--- config.mk ---
export PLATFORM = sky130hd
export DESIGN_NAME = midi_msg_assembler
export DESIGN_NICKNAME = d
export VERILOG_FILES = /design/src/rtl/midi_msg_assembler.sv
export SDC_FILE = /design/constraint.sdc
export NUM_CORES = 1
export LEC_CHECK = 0
export ABC_AREA = 0
export BUFFER_PORTS_ARGS = -buffer_cell sky130_fd_sc_hd__buf_2
export CORE_MARGIN = 2
export CORE_UTILIZATION = 46
export CTS_CLUSTER_DIAMETER = 120
export DETAILED_ROUTE_END_ITERATION = 10
export GPL_TIMING_DRIVEN = 0
export PLACE_DENSITY_LB_ADDON = 0.3
export SYNTH_ARGS = -nofsm -noshare
export SYNTH_HDL_FRONTEND = slang
export SYNTH_SLANG_ARGS = --single-unit
--- constraint.sdc ---
create_clock -name clk -period 11.7 [get_ports clk]
set_input_delay 1.17 -clock clk [delete_from_list [all_inputs] [get_ports clk]]
set_output_delay 1.17 -clock clk [all_outputs]
set_load 0.1 [all_outputs]
--- src/rtl/midi_msg_assembler.sv ---
// MIDI channel-voice message assembler: turns a UART byte stream into
// {status, data1, data2} messages, tracking running status, and queues them in a small FWFT FIFO.
module midi_msg_assembler #(
  parameter int FIFO_AW             = 3,
  parameter bit PASS_REALTIME       = 1'b0,
  parameter bit NOTE_ON_ZERO_AS_OFF = 1'b1
) (
  input  logic               clk,
  input  logic               resetn,
  input  logic               byte_valid,
  input  logic [7:0]         byte_data,
  input  logic               msg_ready,
  output logic               msg_valid,
  output logic [7:0]         msg_status,
  output logic [6:0]         msg_data1,
  output logic [6:0]         msg_data2,
  output logic [FIFO_AW:0]   fifo_level,
  output logic               overflow,
  input  logic               overflow_clr
);

  localparam int DEPTH = 1 << FIFO_AW;
  localparam logic [FIFO_AW:0] DEPTH_L = (FIFO_AW + 1)'(DEPTH);

  typedef enum logic [1:0] {IDLE, WAIT_D1, WAIT_D2, SKIP} state_t;

  state_t       state_q, state_d;
  logic [7:0]   rs_q, rs_d;
  logic [6:0]   d1_q, d1_d;
  logic         push;
  logic [21:0]  push_msg;
  logic         one_byte;
  logic [7:0]   emit_status;

  // Program change (0xCn) and channel pressure (0xDn) carry a single data byte.
  assign one_byte = (rs_q[7:5] == 3'b110);

  // The Note On -> Note Off rewrite touches only the emitted copy; running status keeps 0x9n.
  assign emit_status = (NOTE_ON_ZERO_AS_OFF && rs_q[7:4] == 4'h9 && byte_data[6:0] == 7'd0)
                       ? {4'h8, rs_q[3:0]} : rs_q;

  always_comb begin
    state_d  = state_q;
    rs_d     = rs_q;
    d1_d     = d1_q;
    push     = 1'b0;
    push_msg = '0;
    if (byte_valid) begin
      if (byte_data >= 8'hF8) begin
        if (PASS_REALTIME) begin
          push     = 1'b1;
          push_msg = {byte_data, 14'd0};
        end
      end else if (byte_data >= 8'hF0) begin
        rs_d    = '0;
        d1_d    = '0;
        state_d = SKIP;
      end else if (byte_data[7]) begin
        rs_d    = byte_data;
        d1_d    = '0;
        state_d = WAIT_D1;
      end else begin
        case (state_q)
          WAIT_D1: begin
            d1_d = byte_data[6:0];
            if (one_byte) begin
              push     = 1'b1;
              push_msg = {rs_q, byte_data[6:0], 7'd0};
            end else begin
              state_d = WAIT_D2;
            end
          end
          WAIT_D2: begin
            push     = 1'b1;
            push_msg = {emit_status, d1_q, byte_data[6:0]};
            state_d  = WAIT_D1;
          end
          default: ;
        endcase
      end
    end
  end

  always_ff @(posedge clk or negedge resetn) begin
    if (!resetn) begin
      state_q <= IDLE;
      rs_q    <= '0;
      d1_q    <= '0;
    end else begin
      state_q <= state_d;
      rs_q    <= rs_d;
      d1_q    <= d1_d;
    end
  end

  logic [21:0]        mem_q [DEPTH];
  logic [FIFO_AW-1:0] wr_ptr_q, wr_ptr_d, rd_ptr_q, rd_ptr_d;
  logic [FIFO_AW:0]   count_q, count_d;
  logic               overflow_q, overflow_d;
  logic               pop, push_ok, drop;

  always_comb begin
    pop        = (count_q != '0) && msg_ready;
    // A full FIFO still takes a push when the head leaves in the same cycle.
    push_ok    = push && ((count_q != DEPTH_L) || pop);
    drop       = push && !push_ok;
    wr_ptr_d   = push_ok ? wr_ptr_q + 1'b1 : wr_ptr_q;
    rd_ptr_d   = pop ? rd_ptr_q + 1'b1 : rd_ptr_q;
    count_d    = count_q;
    if (push_ok && !pop) count_d = count_q + 1'b1;
    else if (!push_ok && pop) count_d = count_q - 1'b1;
    overflow_d = drop ? 1'b1 : (overflow_clr ? 1'b0 : overflow_q);
  end

  always_ff @(posedge clk or negedge resetn) begin
    if (!resetn) begin
      wr_ptr_q   <= '0;
      rd_ptr_q   <= '0;
      count_q    <= '0;
      overflow_q <= 1'b0;
    end else begin
      wr_ptr_q   <= wr_ptr_d;
      rd_ptr_q   <= rd_ptr_d;
      count_q    <= count_d;
      overflow_q <= overflow_d;
    end
  end

  always_ff @(posedge clk) begin
    if (push_ok) mem_q[wr_ptr_q] <= push_msg;
  end

  // Head fields are forced to zero while empty so stale storage never shows through.
  assign msg_valid = (count_q != '0);
  assign {msg_status, msg_data1, msg_data2} = msg_valid ? mem_q[rd_ptr_q] : 22'd0;
  assign fifo_level = count_q;
  assign overflow   = overflow_q;

endmodule
==> impl_metrics.prom, run 1 <==
# TYPE chip_impl_metric gauge
chip_impl_info{name="hold_path_class",value="reg -> reg"} 1
chip_impl_metric{name="core_region_area",unit="sq um"} 17900
chip_impl_metric{name="die_area",unit="sq um"} 19310
chip_impl_metric{name="wl_per_cell",unit="microns"} 22.24
chip_impl_metric{name="cp.required",unit="ns"} 10.53
chip_impl_metric{name="synth_fp_nets",unit=""} 494
chip_impl_metric{name="netlist-cell-type-count",unit=""} 45
chip_impl_metric{name="vdd_drop_max",unit="V"} 0.0002798
chip_impl_metric{name="finalWirelength",unit="mm"} 17.59
chip_impl_metric{name="timing.setup.tns",unit="ns"} 0
chip_impl_metric{name="clock-sinks",unit=""} 204
chip_impl_metric{name="timing.slew.headroom",unit=""} 0.3084
chip_impl_info{name="timing.critical_path.max_delay_family",value="buffers and inverters"} 1
chip_impl_metric{name="max-clock-path-buffers",unit=""} 3
chip_impl_metric{name="p_per_area",unit="nW/um^2"} 272.5
chip_impl_metric{name="largest_clock_skew_in_the_final_design",unit="ns"} 0.007578
chip_impl_info{name="critPathLaunch",value="rd_ptr_q[1]"} 1
chip_impl_metric{name="ys_seq_area_frac",unit=""} 0.7146
chip_impl_info{name="cp-end-kind",value="primary output"} 1
chip_impl_metric{name="floorplan.die.width",unit="microns"} 138.9
chip_impl_metric{name="number_of_instances_in_the_synthesized_netlist",unit=""} 473
chip_impl_metric{name="detailed_place_hpwl",unit="mm"} 11.57
chip_impl_metric{name="p_clk_frac",unit=""} 0.246
chip_impl_metric{name="fraction_of_registers_with_async_set_or_reset_after_synthesis",unit=""} 0.1373
chip_impl_metric{name="critPathMaxFanout",unit=""} 10
chip_impl_metric{name="count_of_flip_flops_with_a_built_in_enable_after_synthesis",unit=""} 176
chip_impl_metric{name="cts_htree_levels",unit=""} 1
chip_impl_info{name="cts_root_buffer",value="sky130_fd_sc_hd__clkbuf_16"} 1
chip_impl_metric{name="synth_seq_cells",unit=""} 204
chip_impl_metric{name="grt.total_usage",unit=""} 0.1838
chip_impl_metric{name="num_vias",unit=""} 4535
chip_impl_metric{name="worst_skew_pair.late_latency",unit="ns"} 0.50
chip_impl_metric{name="grt_remaining_overflow",unit=""} 0
chip_impl_metric{name="reg2regPathDepth",unit=""} 13
chip_impl_metric{name="min_period",unit="ns"} 3.977
chip_impl_info{name="worst_setup_path_end",value="msg_status[2]"} 1
chip_impl_info{name="critical_path_class",value="reg -> out"} 1
chip_impl_metric{name="post_route_non_filler_standard_cell_count",unit=""} 791
chip_impl_info{name="crit_chain",value="clkbuf_2 > buf_1 > mux4_2 > mux2i_1 > nor2_1 > buf_2"} 1
chip_impl_metric{name="detail_route.iter0.violations",unit=""} 384
chip_impl_metric{name="post-route-drc-count",unit=""} 0
chip_impl_metric{name="portBuffers",unit=""} 39
chip_impl_metric{name="postCtsSetupBuffers",unit=""} 0
chip_impl_info{name="critical-path-slowest-cell",value="sky130_fd_sc_hd__buf_1"} 1
chip_impl_metric{name="drive_above_1_share",unit=""} 0.2705
chip_impl_metric{name="setup-violations-final",unit=""} 0
chip_impl_metric{name="grt_pass1_vias",unit=""} 4792
chip_impl_metric{name="final-max-slew-violation-count",unit=""} 0
chip_impl_metric{name="combPwrFrac",unit=""} 0.424
chip_impl_info{name="endpoint_of_the_most_critical_register_to_register_path",value="fifo_level[3]"} 1
chip_impl_metric{name="ant_nets",unit=""} 0
chip_impl_metric{name="first_pass_grt_wire_length",unit="mm"} 27.27
chip_impl_metric{name="initial_core_util",unit=""} 0.4679
chip_impl_metric{name="worst_pin_slew",unit="ns"} 1.032
chip_impl_metric{name="fin_hold_ws",unit="ns"} 0.5118
chip_impl_metric{name="critical_path.max_stage_delay",unit="ns"} 0.65
chip_impl_metric{name="num-fill-cells",unit=""} 1440
chip_impl_metric{name="drt-vias-per-instance",unit=""} 5.733
chip_impl_metric{name="final.period_utilization",unit=""} 0.3400
chip_impl_metric{name="switching_part_of_the_total_power",unit=""} 0.4263
chip_impl_metric{name="netSwitchingPower",unit="W"} 0.001126
chip_impl_metric{name="cts.repair.resized",unit=""} 0
chip_impl_info{name="min-delay-start",value="d1_q[4]"} 1
chip_impl_metric{name="r2r_setup_slack",unit="ns"} 8.50
chip_impl_metric{name="avgSynthCellArea",unit="sq um"} 17.71
chip_impl_metric{name="seq_power_share",unit=""} 0.331
chip_impl_info{name="setup_repair_after_global_routing_missed_its_margin",value="false"} 1
chip_impl_metric{name="detailedRoute.firstPassIterationCount",unit=""} 5
chip_impl_metric{name="finalCoreUtilization",unit=""} 0.5416
chip_impl_info{name="clock_tree_from_tritoncts",value="built"} 1
chip_impl_metric{name="fp.dieH",unit="microns"} 138.9
chip_impl_metric{name="synthesis.yosys.warnings",unit=""} 0
chip_impl_info{name="layout_commonest_cell",value="sky130_fd_sc_hd__edfxtp_1"} 1
chip_impl_metric{name="routabilityCongestion",unit=""} 0.8178
chip_impl_metric{name="max-cap-violations",unit=""} 0
chip_impl_metric{name="power.internal",unit="W"} 0.001516
chip_impl_metric{name="post_cts_hold_buffer_count",unit=""} 0
chip_impl_metric{name="fmaxAchievable",unit="GHz"} 0.2514
chip_impl_info{name="worstSetupStartpointType",value="register"} 1
chip_impl_metric{name="total_cts_buffers",unit=""} 21
chip_impl_metric{name="floorplan.io_pins",unit=""} 41
chip_impl_metric{name="post-place-cells",unit=""} 753
chip_impl_metric{name="report.final.hold_viol_count",unit=""} 0
chip_impl_info{name="run_status",value="finished clean"} 1
chip_impl_metric{name="grt_antenna_before_repair",unit=""} 0
chip_impl_info{name="critical_path.reg2reg.startpoint",value="state_q[0]"} 1
chip_impl_metric{name="antenna_cells",unit=""} 0
chip_impl_metric{name="timing.critical_path.buf_inv",unit=""} 3
chip_impl_metric{name="leakage",unit="nW"} 3.550
chip_impl_metric{name="synthToLayoutAreaGrowth",unit="%"} 15.74
chip_impl_info{name="ys_dominant_reg_cell",value="sky130_fd_sc_hd__edfxtp_1"} 1
chip_impl_metric{name="clk_pin_slew",unit="ns"} 0.06
chip_impl_metric{name="worst_ep_arrival_time",unit="ns"} 2.81
chip_impl_metric{name="synthesis.area",unit="sq um"} 8377
chip_impl_metric{name="nets",unit=""} 568
chip_impl_metric{name="worst-path-stages",unit=""} 6
chip_impl_metric{name="grt_max_degree",unit=""} 29
chip_impl_metric{name="fp-row-count",unit=""} 49
chip_impl_info{name="final_cell_mix",value="176 x sky130_fd_sc_hd__edfxtp_1, 46 x sky130_fd_sc_hd__buf_2, 44 x sky130_fd_sc_hd__mux4_2"} 1
-- synth_stat cells (all sizes together) (9+ instances only) --
library cell  number  share of area
edfxtp           176           0.63
mux4              44           0.12
nor2              36          0.016
dfrtp             28          0.084
mux2i             23          0.027
o21ai             18          0.011
buf               16          0.010
inv               14         0.0063
nand2             14         0.0072
nor3              14         0.0084
nand3             10         0.0060
clkbuf             9         0.0042
-- through the flow --
step / instance area [sq um] / setup WS [ns] / power, W
CTS: 9696 / 7.713 / 0.002666
floorplan: 8377 / 7.104 / 0.001805
global route: 9696 / 7.571 / 0.002748
finish: 9696 / 7.723 / 0.002642
global placement: 8859 / 4.542 / 0.001993
detailed placement: 9027 / 7.898 / 0.002020
-- tightest hold or removal path: stages (launching register included) --
cell and delay [ns]:
sky130_fd_sc_hd__dfrtp_1 0.36, sky130_fd_sc_hd__nand2_1 0.05, sky130_fd_sc_hd__o21ai_0 0.06
-- worst min-delay path by stage --
stage | to | slack (ns) | depth (start not counted)
6_report | d1_q[4] | 0.51 | 2
5_1_grt | d1_q[5] | 0.54 | 2
4_1_cts | d1_q[5] | 0.51 | 2
3_5_place_dp | d1_q[5] | 0.50 | 2
3_3_place_gp | d1_q[2] | 0.48 | 2
2_1_floorplan | d1_q[0] | 0.46 | 2
-- per-layer routing --
metal  global-route usage  up-vias  part of all wire
li1                     -     2008                 -
met1               0.2529     2345              0.42
met2               0.3039      150              0.50
met3              0.03522       32             0.061
met4              0.05210        0             0.020
met5                    0        -                 0
-- logic make-up (layout without fill, tap and decap cells) --
family,after synthesis,after routing,share of synthesized area
AOI/OAI and AO/OA,43,43,0.03361
xor gates and xnor gates,6,6,0.006273
adders and majority gates,8,8,0.01285
buffers and inverters,39,128,0.02046
DFF,204,204,0.7146
muxes,70,70,0.1503
and+or+nand+nor,103,103,0.06199
-- cell type report --
class,count,area (sq um),share of cell area
Tap cell,229,286.5,0.02955
Sequential cell,204,5986,0.6174
Clock inverter,8,98.84,0.01019
Timing Repair Buffer,51,315.3,0.03252
Clock buffer,30,569.3,0.05872
Buffer,25,118.9,0.01226
Inverter,14,52.55,0.005420
Multi-Input combinational cell,230,2268,0.2340
-- power groups by stage --
stage | registers [W] | logic, W | clock network (W)
floorplan | 0.000927 | 0.000878 | 0
global placement | 0.000881 | 0.00111 | 0
detailed placement | 0.000888 | 0.00113 | 0
CTS | 0.000873 | 0.00113 | 0.000659
global route | 0.000879 | 0.00118 | 0.000689
finish | 0.000874 | 0.00112 | 0.000649
-- registers in the layout (all words and copies together) (netlist names) --
| register | count |
|---|---|
| d1_q | 7 |
| fifo_level | 4 |
| mem_q | 176 |
| overflow | 1 |
| rd_ptr_q | 3 |
| rs_q | 8 |
| state_q | 2 |
| wr_ptr_q | 3 |
No activity file was read; power rests on OpenSTA's default activity.
==> run 2, diff against run 1 <==
Settings changed: ABC_AREA 0 to 1.
Clock period 11.7 ns to 3.8 ns, I/O delays scaled along.
==> impl_metrics.prom, run 2 <==
# TYPE chip_impl_metric gauge
chip_impl_metric{name="drive_above_1_share",unit=""} 0.1546
chip_impl_metric{name="detail_route.iter0.violations",unit=""} 446
chip_impl_metric{name="initial_core_util",unit=""} 0.4657
chip_impl_info{name="yosysTopAreaCell",value="sky130_fd_sc_hd__edfxtp_1"} 1
chip_impl_metric{name="count_of_flip_flops_with_a_built_in_enable_after_synthesis",unit=""} 176
chip_impl_info{name="run_status",value="finished clean"} 1
chip_impl_metric{name="cts_htree_levels",unit=""} 1
chip_impl_info{name="clock_tree_from_tritoncts",value="built"} 1
chip_impl_metric{name="post_route_non_filler_standard_cell_count",unit=""} 1120
chip_impl_info{name="yosys-top-cells-count",value="221 x sky130_fd_sc_hd__nor2_1, 176 x sky130_fd_sc_hd__edfxtp_1, 112 x sky130_fd_sc_hd__o21ai_0, 98 x sky130_fd_sc_hd__nand2_1, 37 x sky130_fd_sc_hd__nand3_1"} 1
chip_impl_info{name="reg_top3",value="mem_q x176, rs_q x8, d1_q x7"} 1
chip_impl_metric{name="ys_seq_area_frac",unit=""} 0.6917
chip_impl_metric{name="detailed_place_hpwl",unit="mm"} 14.10
chip_impl_metric{name="ant_nets",unit=""} 0
chip_impl_metric{name="post-place-cells",unit=""} 1083
chip_impl_metric{name="cts.repair.resized",unit=""} 0
chip_impl_metric{name="drt-vias-per-instance",unit=""} 5.370
chip_impl_metric{name="setup-violations-final",unit=""} 0
chip_impl_metric{name="synth_fp_nets",unit=""} 814
chip_impl_metric{name="postCtsSetupBuffers",unit=""} 0
chip_impl_metric{name="report.final.hold_viol_count",unit=""} 0
chip_impl_metric{name="detailedRoute.firstPassIterationCount",unit=""} 5
chip_impl_metric{name="core_region_area",unit="sq um"} 18580
chip_impl_metric{name="post-route-drc-count",unit=""} 0
chip_impl_metric{name="worst_pin_slew",unit="ns"} 0.7520
chip_impl_metric{name="synthesis.area",unit="sq um"} 8653
chip_impl_metric{name="synth_seq_cells",unit=""} 204
chip_impl_metric{name="clk_pin_slew",unit="ns"} 0.06
chip_impl_metric{name="grt_pass1_vias",unit=""} 5624
chip_impl_metric{name="avgSynthCellArea",unit="sq um"} 10.91
chip_impl_metric{name="worst_skew_pair.late_latency",unit="ns"} 0.49
chip_impl_info{name="synth.area.top_cells",value="sky130_fd_sc_hd__edfxtp_1 61%, sky130_fd_sc_hd__nor2_1 9.6%, sky130_fd_sc_hd__dfrtp_1 8.1%"} 1
chip_impl_metric{name="grt.total_usage",unit=""} 0.2075
chip_impl_info{name="most_frequent_cell_after_synthesis",value="sky130_fd_sc_hd__nor2_1"} 1
chip_impl_metric{name="grt_max_degree",unit=""} 29
chip_impl_metric{name="max-clock-path-buffers",unit=""} 3
chip_impl_metric{name="synth_top_area_share",unit=""} 0.6108
chip_impl_metric{name="fp.dieH",unit="microns"} 141.2
chip_impl_info{name="final_cell_mix",value="212 x sky130_fd_sc_hd__nor2_1, 176 x sky130_fd_sc_hd__edfxtp_1, 112 x sky130_fd_sc_hd__o21ai_0"} 1
chip_impl_metric{name="total_cts_buffers",unit=""} 20
chip_impl_metric{name="max-cap-violations",unit=""} 0
chip_impl_metric{name="portBuffers",unit=""} 40
chip_impl_metric{name="final-max-slew-violation-count",unit=""} 0
chip_impl_metric{name="wl_per_cell",unit="microns"} 18.27
chip_impl_metric{name="nets",unit=""} 893
chip_impl_metric{name="timing.setup.tns",unit="ns"} 0
chip_impl_info{name="critical_path_class",value="reg -> out"} 1
chip_impl_metric{name="synthesis.yosys.warnings",unit=""} 0
chip_impl_metric{name="fp-row-count",unit=""} 50
chip_impl_info{name="cts_root_buffer",value="sky130_fd_sc_hd__clkbuf_16"} 1
chip_impl_metric{name="num_vias",unit=""} 6014
chip_impl_metric{name="worst_ep_arrival_time",unit="ns"} 2.66
chip_impl_metric{name="fraction_of_registers_with_async_set_or_reset_after_synthesis",unit=""} 0.1373
chip_impl_metric{name="number_of_instances_in_the_synthesized_netlist",unit=""} 793
chip_impl_metric{name="netlist-cell-type-count",unit=""} 29
chip_impl_metric{name="largest_clock_skew_in_the_final_design",unit="ns"} 0.005415
chip_impl_metric{name="synthToLayoutAreaGrowth",unit="%"} 15.70
chip_impl_metric{name="clock-sinks",unit=""} 204
chip_impl_metric{name="first_pass_grt_wire_length",unit="mm"} 31.52
chip_impl_info{name="largest_register",value="mem_q"} 1
chip_impl_metric{name="cp.required",unit="ns"} 3.42
chip_impl_info{name="worstSetupStartpointType",value="register"} 1
chip_impl_metric{name="min_period",unit="ns"} 3.041
chip_impl_info{name="hold_path_class",value="in -> reg"} 1
chip_impl_info{name="ys_dominant_reg_cell",value="sky130_fd_sc_hd__edfxtp_1"} 1
chip_impl_metric{name="grt_remaining_overflow",unit=""} 0
chip_impl_metric{name="critPathMaxFanout",unit=""} 10
chip_impl_info{name="cp-end-kind",value="primary output"} 1
chip_impl_metric{name="routabilityCongestion",unit=""} 0.8489
chip_impl_metric{name="num-fill-cells",unit=""} 1557
chip_impl_metric{name="final.period_utilization",unit=""} 0.8002
chip_impl_metric{name="antenna_cells",unit=""} 0
chip_impl_info{name="layout_commonest_cell",value="sky130_fd_sc_hd__nor2_1"} 1
chip_impl_metric{name="die_area",unit="sq um"} 19920
chip_impl_metric{name="floorplan.io_pins",unit=""} 41
chip_impl_metric{name="post_cts_hold_buffer_count",unit=""} 1
chip_impl_metric{name="fmaxAchievable",unit="GHz"} 0.3289
chip_impl_metric{name="largest_register_ff_count",unit=""} 176
chip_impl_metric{name="timing.slew.headroom",unit=""} 0.4960
chip_impl_info{name="setup_repair_after_global_routing_missed_its_margin",value="false"} 1
chip_impl_metric{name="grt_antenna_before_repair",unit=""} 0
chip_impl_metric{name="floorplan.die.width",unit="microns"} 141.2
chip_impl_metric{name="finalWirelength",unit="mm"} 20.47
## run 2: changes by cell type after synthesis, sizes merged, moves of 9 or more
cell,change
inv,+11
nand3,+29
buf,+9
nor2,+188
mux2i,-23
mux4,-44
nand2,+89
o21ai,+103
## run 2: critical path, cell delays in order (launching register included)
cell	delay [ns]
sky130_fd_sc_hd__dfrtp_1	0.45
sky130_fd_sc_hd__nor2_1	0.10
sky130_fd_sc_hd__nand3_1	0.33
sky130_fd_sc_hd__clkbuf_1	0.54
sky130_fd_sc_hd__nand2_1	0.14
sky130_fd_sc_hd__nor2_2	0.16
sky130_fd_sc_hd__buf_2	0.45
## run 2: cell families (layout without fill, tap and decap cells)
kind of cell,Yosys count,after routing,synth area share
adder cells (fa/ha/maj),8,8,0.01243
flip-flops,204,204,0.6917
AO/OA/AOI/OAI,133,133,0.07924
XOR/XNOR,7,7,0.007085
AND/OR/NAND/NOR,376,376,0.1751
buffers and inverters,65,158,0.03441
## run 2: path summary, 6_finish.rpt
check,start,end,slack [ns],cells past startpoint
worst max-delay path,fifo_level[0],msg_data1[5],0.76,6
worst min-delay path,overflow_clr,overflow,0.08,2
worst max register to register,state_q[1],mem_q[5][8],1.04,11
worst min register to register,rs_q[0],rs_q[0],0.48,2
max in group asynchronous,resetn,rd_ptr_q[0],2.90,2
min in group asynchronous,resetn,d1_q[5],0.46,2
## run 2: final cells by class
type	instances	area [sq um]	area share
Inverter	26	97.59	0.009748
Tap cell	234	292.8	0.02924
Multi-Input combinational cell	524	2432	0.2429
Buffer	39	200.2	0.02000
Clock buffer	27	558.0	0.05574
Sequential cell	204	5986	0.5979
Timing Repair Buffer	57	382.9	0.03824
Clock inverter	9	62.56	0.006248
## run 2: per-layer routing
layer	track usage	wire [microns]
met1	0.2895	8773
met2	0.3498	9853
met3	0.02480	1483
met4	0.05316	355
met5	0	0
## run 2: through the flow
stage	hold WS (ns)	utilization	area, sq um	worst slack (ns)
after floorplan	0.08441	-	8676	0.05046
after global placement	0.4526	0.4935	9169	-1.067
after detailed placement	0.4570	0.5049	9382	1.020
after CTS	0.07232	0.5389	10010	0.7612
after global routing	0.1029	0.5389	10010	0.6626
final	0.08212	0.5389	10010	0.7593
Power of run 2 is not shown: default switching activity piles up to over one toggle a cycle in this logic, so the estimate is an artifact.
==> run 3, diff against run 2 <==
Settings changed: ABC_AREA 1 to 0.
Clock period 3.8 ns to 2.9 ns, I/O delays scaled along.
==> impl_metrics.prom, run 3 (synthesized netlist as in run 1, its figures left out) <==
# TYPE chip_impl_metric gauge
chip_impl_metric{name="core_region_area",unit="sq um"} 17900
chip_impl_info{name="crit_chain",value="buf_4 > inv_1 > ha_1 > and4b_1 > o21ba_4 > buf_12 > nand2_8 > inv_4 > ha_4 > inv_4 > ha_4 > a21o_4 > a21oi_2 > mux2i_1 > o31ai_1"} 1
chip_impl_metric{name="detailed_place_hpwl",unit="mm"} 11.65
chip_impl_metric{name="wl_per_cell",unit="microns"} 22.38
chip_impl_metric{name="r2r_setup_slack",unit="ns"} 0.1
chip_impl_info{name="final_cell_mix",value="176 x sky130_fd_sc_hd__edfxtp_1, 48 x sky130_fd_sc_hd__buf_2, 44 x sky130_fd_sc_hd__mux4_2"} 1
chip_impl_metric{name="post-place-cells",unit=""} 752
chip_impl_metric{name="timing.slew.headroom",unit=""} 0.3953
chip_impl_info{name="setup_repair_after_global_routing_missed_its_margin",value="false"} 1
chip_impl_metric{name="report.final.hold_viol_count",unit=""} 0
chip_impl_metric{name="finalWirelength",unit="mm"} 17.95
chip_impl_metric{name="reg2regPathDepth",unit=""} 15
chip_impl_metric{name="min_period",unit="ns"} 2.805
chip_impl_metric{name="fin_hold_ws",unit="ns"} 0.1252
chip_impl_metric{name="grt_max_degree",unit=""} 29
chip_impl_info{name="worstSetupStartpointType",value="register"} 1
chip_impl_metric{name="largest_clock_skew_in_the_final_design",unit="ns"} 0.008912
chip_impl_metric{name="final.period_utilization",unit=""} 0.9672
chip_impl_info{name="cp-end-kind",value="register"} 1
chip_impl_info{name="min-delay-start",value="msg_ready"} 1
chip_impl_metric{name="post_route_non_filler_standard_cell_count",unit=""} 802
chip_impl_info{name="endpoint_of_the_most_critical_register_to_register_path",value="fifo_level[3]"} 1
chip_impl_metric{name="p_per_area",unit="nW/um^2"} 1085
chip_impl_metric{name="max-clock-path-buffers",unit=""} 3
chip_impl_metric{name="fp.dieH",unit="microns"} 138.9
chip_impl_metric{name="clock-sinks",unit=""} 204
chip_impl_info{name="cts_root_buffer",value="sky130_fd_sc_hd__clkbuf_16"} 1
chip_impl_metric{name="clk_pin_slew",unit="ns"} 0.06
chip_impl_metric{name="grt_antenna_before_repair",unit=""} 0
chip_impl_metric{name="floorplan.die.width",unit="microns"} 138.9
chip_impl_metric{name="largest_register_ff_count",unit=""} 176
chip_impl_info{name="critical_path.reg2reg.startpoint",value="state_q[1]"} 1
chip_impl_metric{name="total_cts_buffers",unit=""} 20
chip_impl_metric{name="routabilityCongestion",unit=""} 0.7953
chip_impl_info{name="critical-path-slowest-cell",value="sky130_fd_sc_hd__dfrtp_1"} 1
chip_impl_metric{name="fmaxAchievable",unit="GHz"} 0.3565
chip_impl_info{name="largest_register",value="mem_q"} 1
chip_impl_info{name="hold-path-endpoint",value="rd_ptr_q[2]"} 1
chip_impl_metric{name="floorplan.io_pins",unit=""} 41
chip_impl_metric{name="critical_path.max_stage_delay",unit="ns"} 0.39
chip_impl_metric{name="vdd_drop_max",unit="V"} 0.001222
chip_impl_info{name="clock_tree_from_tritoncts",value="built"} 1
chip_impl_metric{name="die_area",unit="sq um"} 19310
chip_impl_info{name="critical_path_class",value="reg -> reg"} 1
chip_impl_metric{name="grt.total_usage",unit=""} 0.1879
chip_impl_metric{name="timing.critical_path.buf_inv",unit=""} 5
chip_impl_metric{name="setup-violations-final",unit=""} 0
chip_impl_metric{name="grt_pass1_vias",unit=""} 4876
chip_impl_metric{name="detailedRoute.firstPassIterationCount",unit=""} 5
chip_impl_metric{name="detail_route.iter0.violations",unit=""} 354
chip_impl_info{name="reg_top3",value="mem_q x176, rs_q x8, d1_q x7"} 1
chip_impl_info{name="run_status",value="finished clean"} 1
chip_impl_metric{name="ant_nets",unit=""} 0
chip_impl_metric{name="post-route-drc-count",unit=""} 0
chip_impl_metric{name="final-max-slew-violation-count",unit=""} 0
chip_impl_metric{name="worst_ep_arrival_time",unit="ns"} 3.16
chip_impl_metric{name="worstHoldPathCells",unit=""} 3
chip_impl_metric{name="drive_above_1_share",unit=""} 0.3229
chip_impl_metric{name="cts_htree_levels",unit=""} 1
chip_impl_metric{name="nets",unit=""} 580
chip_impl_metric{name="cp.required",unit="ns"} 3.26
chip_impl_metric{name="worst_skew_pair.late_latency",unit="ns"} 0.48
chip_impl_metric{name="initial_core_util",unit=""} 0.4679
chip_impl_metric{name="first_pass_grt_wire_length",unit="mm"} 27.93
chip_impl_metric{name="max-cap-violations",unit=""} 0
chip_impl_info{name="layout_commonest_cell",value="sky130_fd_sc_hd__edfxtp_1"} 1
chip_impl_metric{name="leakage",unit="nW"} 3.654
chip_impl_metric{name="antenna_cells",unit=""} 0
chip_impl_metric{name="synthToLayoutAreaGrowth",unit="%"} 19.49
chip_impl_info{name="hold_path_class",value="in -> reg"} 1
chip_impl_metric{name="fp-row-count",unit=""} 49
chip_impl_metric{name="critPathMaxFanout",unit=""} 6
chip_impl_metric{name="worst_pin_slew",unit="ns"} 0.9001
chip_impl_info{name="timing.critical_path.max_delay_family",value="compound AO/OA/AOI/OAI gates"} 1
chip_impl_metric{name="num_vias",unit=""} 4574
chip_impl_metric{name="drt-vias-per-instance",unit=""} 5.703
chip_impl_metric{name="grt_remaining_overflow",unit=""} 0
chip_impl_metric{name="portBuffers",unit=""} 39
## run 3: tightest hold or removal path: stages
cell                      delay, ns
sky130_fd_sc_hd__buf_2         0.11
sky130_fd_sc_hd__nand3_1       0.09
sky130_fd_sc_hd__xnor2_1       0.07
## run 3: metal layers
metal / track usage / routed length [microns]
met2: 0.3153 / 9028
met3: 0.03764 / 1027
met5: 0 / 0
met1: 0.2517 / 7553
met4: 0.05635 / 336
## run 3: how the worst max path moves through the flow
stage | startpoint | endpoint | cells past startpoint
3_3_place_gp | state_q[0] | mem_q[3][8] | 7
4_1_cts | state_q[1] | mem_q[2][15] | 8
3_5_place_dp | state_q[0] | mem_q[5][19] | 7
5_1_grt | rd_ptr_q[0] | msg_data2[0] | 6
6_report | state_q[1] | fifo_level[3] | 15
2_1_floorplan | state_q[0] | mem_q[1][0] | 7
## run 3: repair_timing
item	CTS	global route
hold endpoints to repair	29	0
endpoints found under the setup margin	98	109
pin swaps	6	5
setup buffers	12	1
hold buffers	2	0
resized for setup	25	12
## run 3: through the flow
stage,utilization,instance area (sq um),power [W],setup TNS (ns),setup WS (ns)
after floorplan,-,8401,0.007296,-44.11,-0.5840
after global placement,0.4962,8882,0.008045,-214.76,-2.144
after detailed placement,0.5058,9055,0.008150,-17.18,-0.5025
after CTS,0.5558,9951,0.01085,-1.170,-0.03454
after global routing,0.5591,10010,0.01130,0,0.005864
final,0.5591,10010,0.01086,0,0.09522
## run 3: report_power, final
group / switching, W / total, W / internal [W]
Clock: 0.00103 / 0.00260 / 0.00158
Combinational: 0.00338 / 0.00470 / 0.00132
Sequential: 0.000195 / 0.00356 / 0.00336
Total: 0.00461 / 0.0109 / 0.00626
## run 3: final cells by class
cell class,count,area [sq um]
fill,1378,7893
sequential,204,5991
multi-input combinational,230,2389
clock buffer,28,581.8
timing repair buffer,65,480.5
tap,229,286.5
buffer,24,135.1
clock inverter,8,88.84
inverter,14,57.56
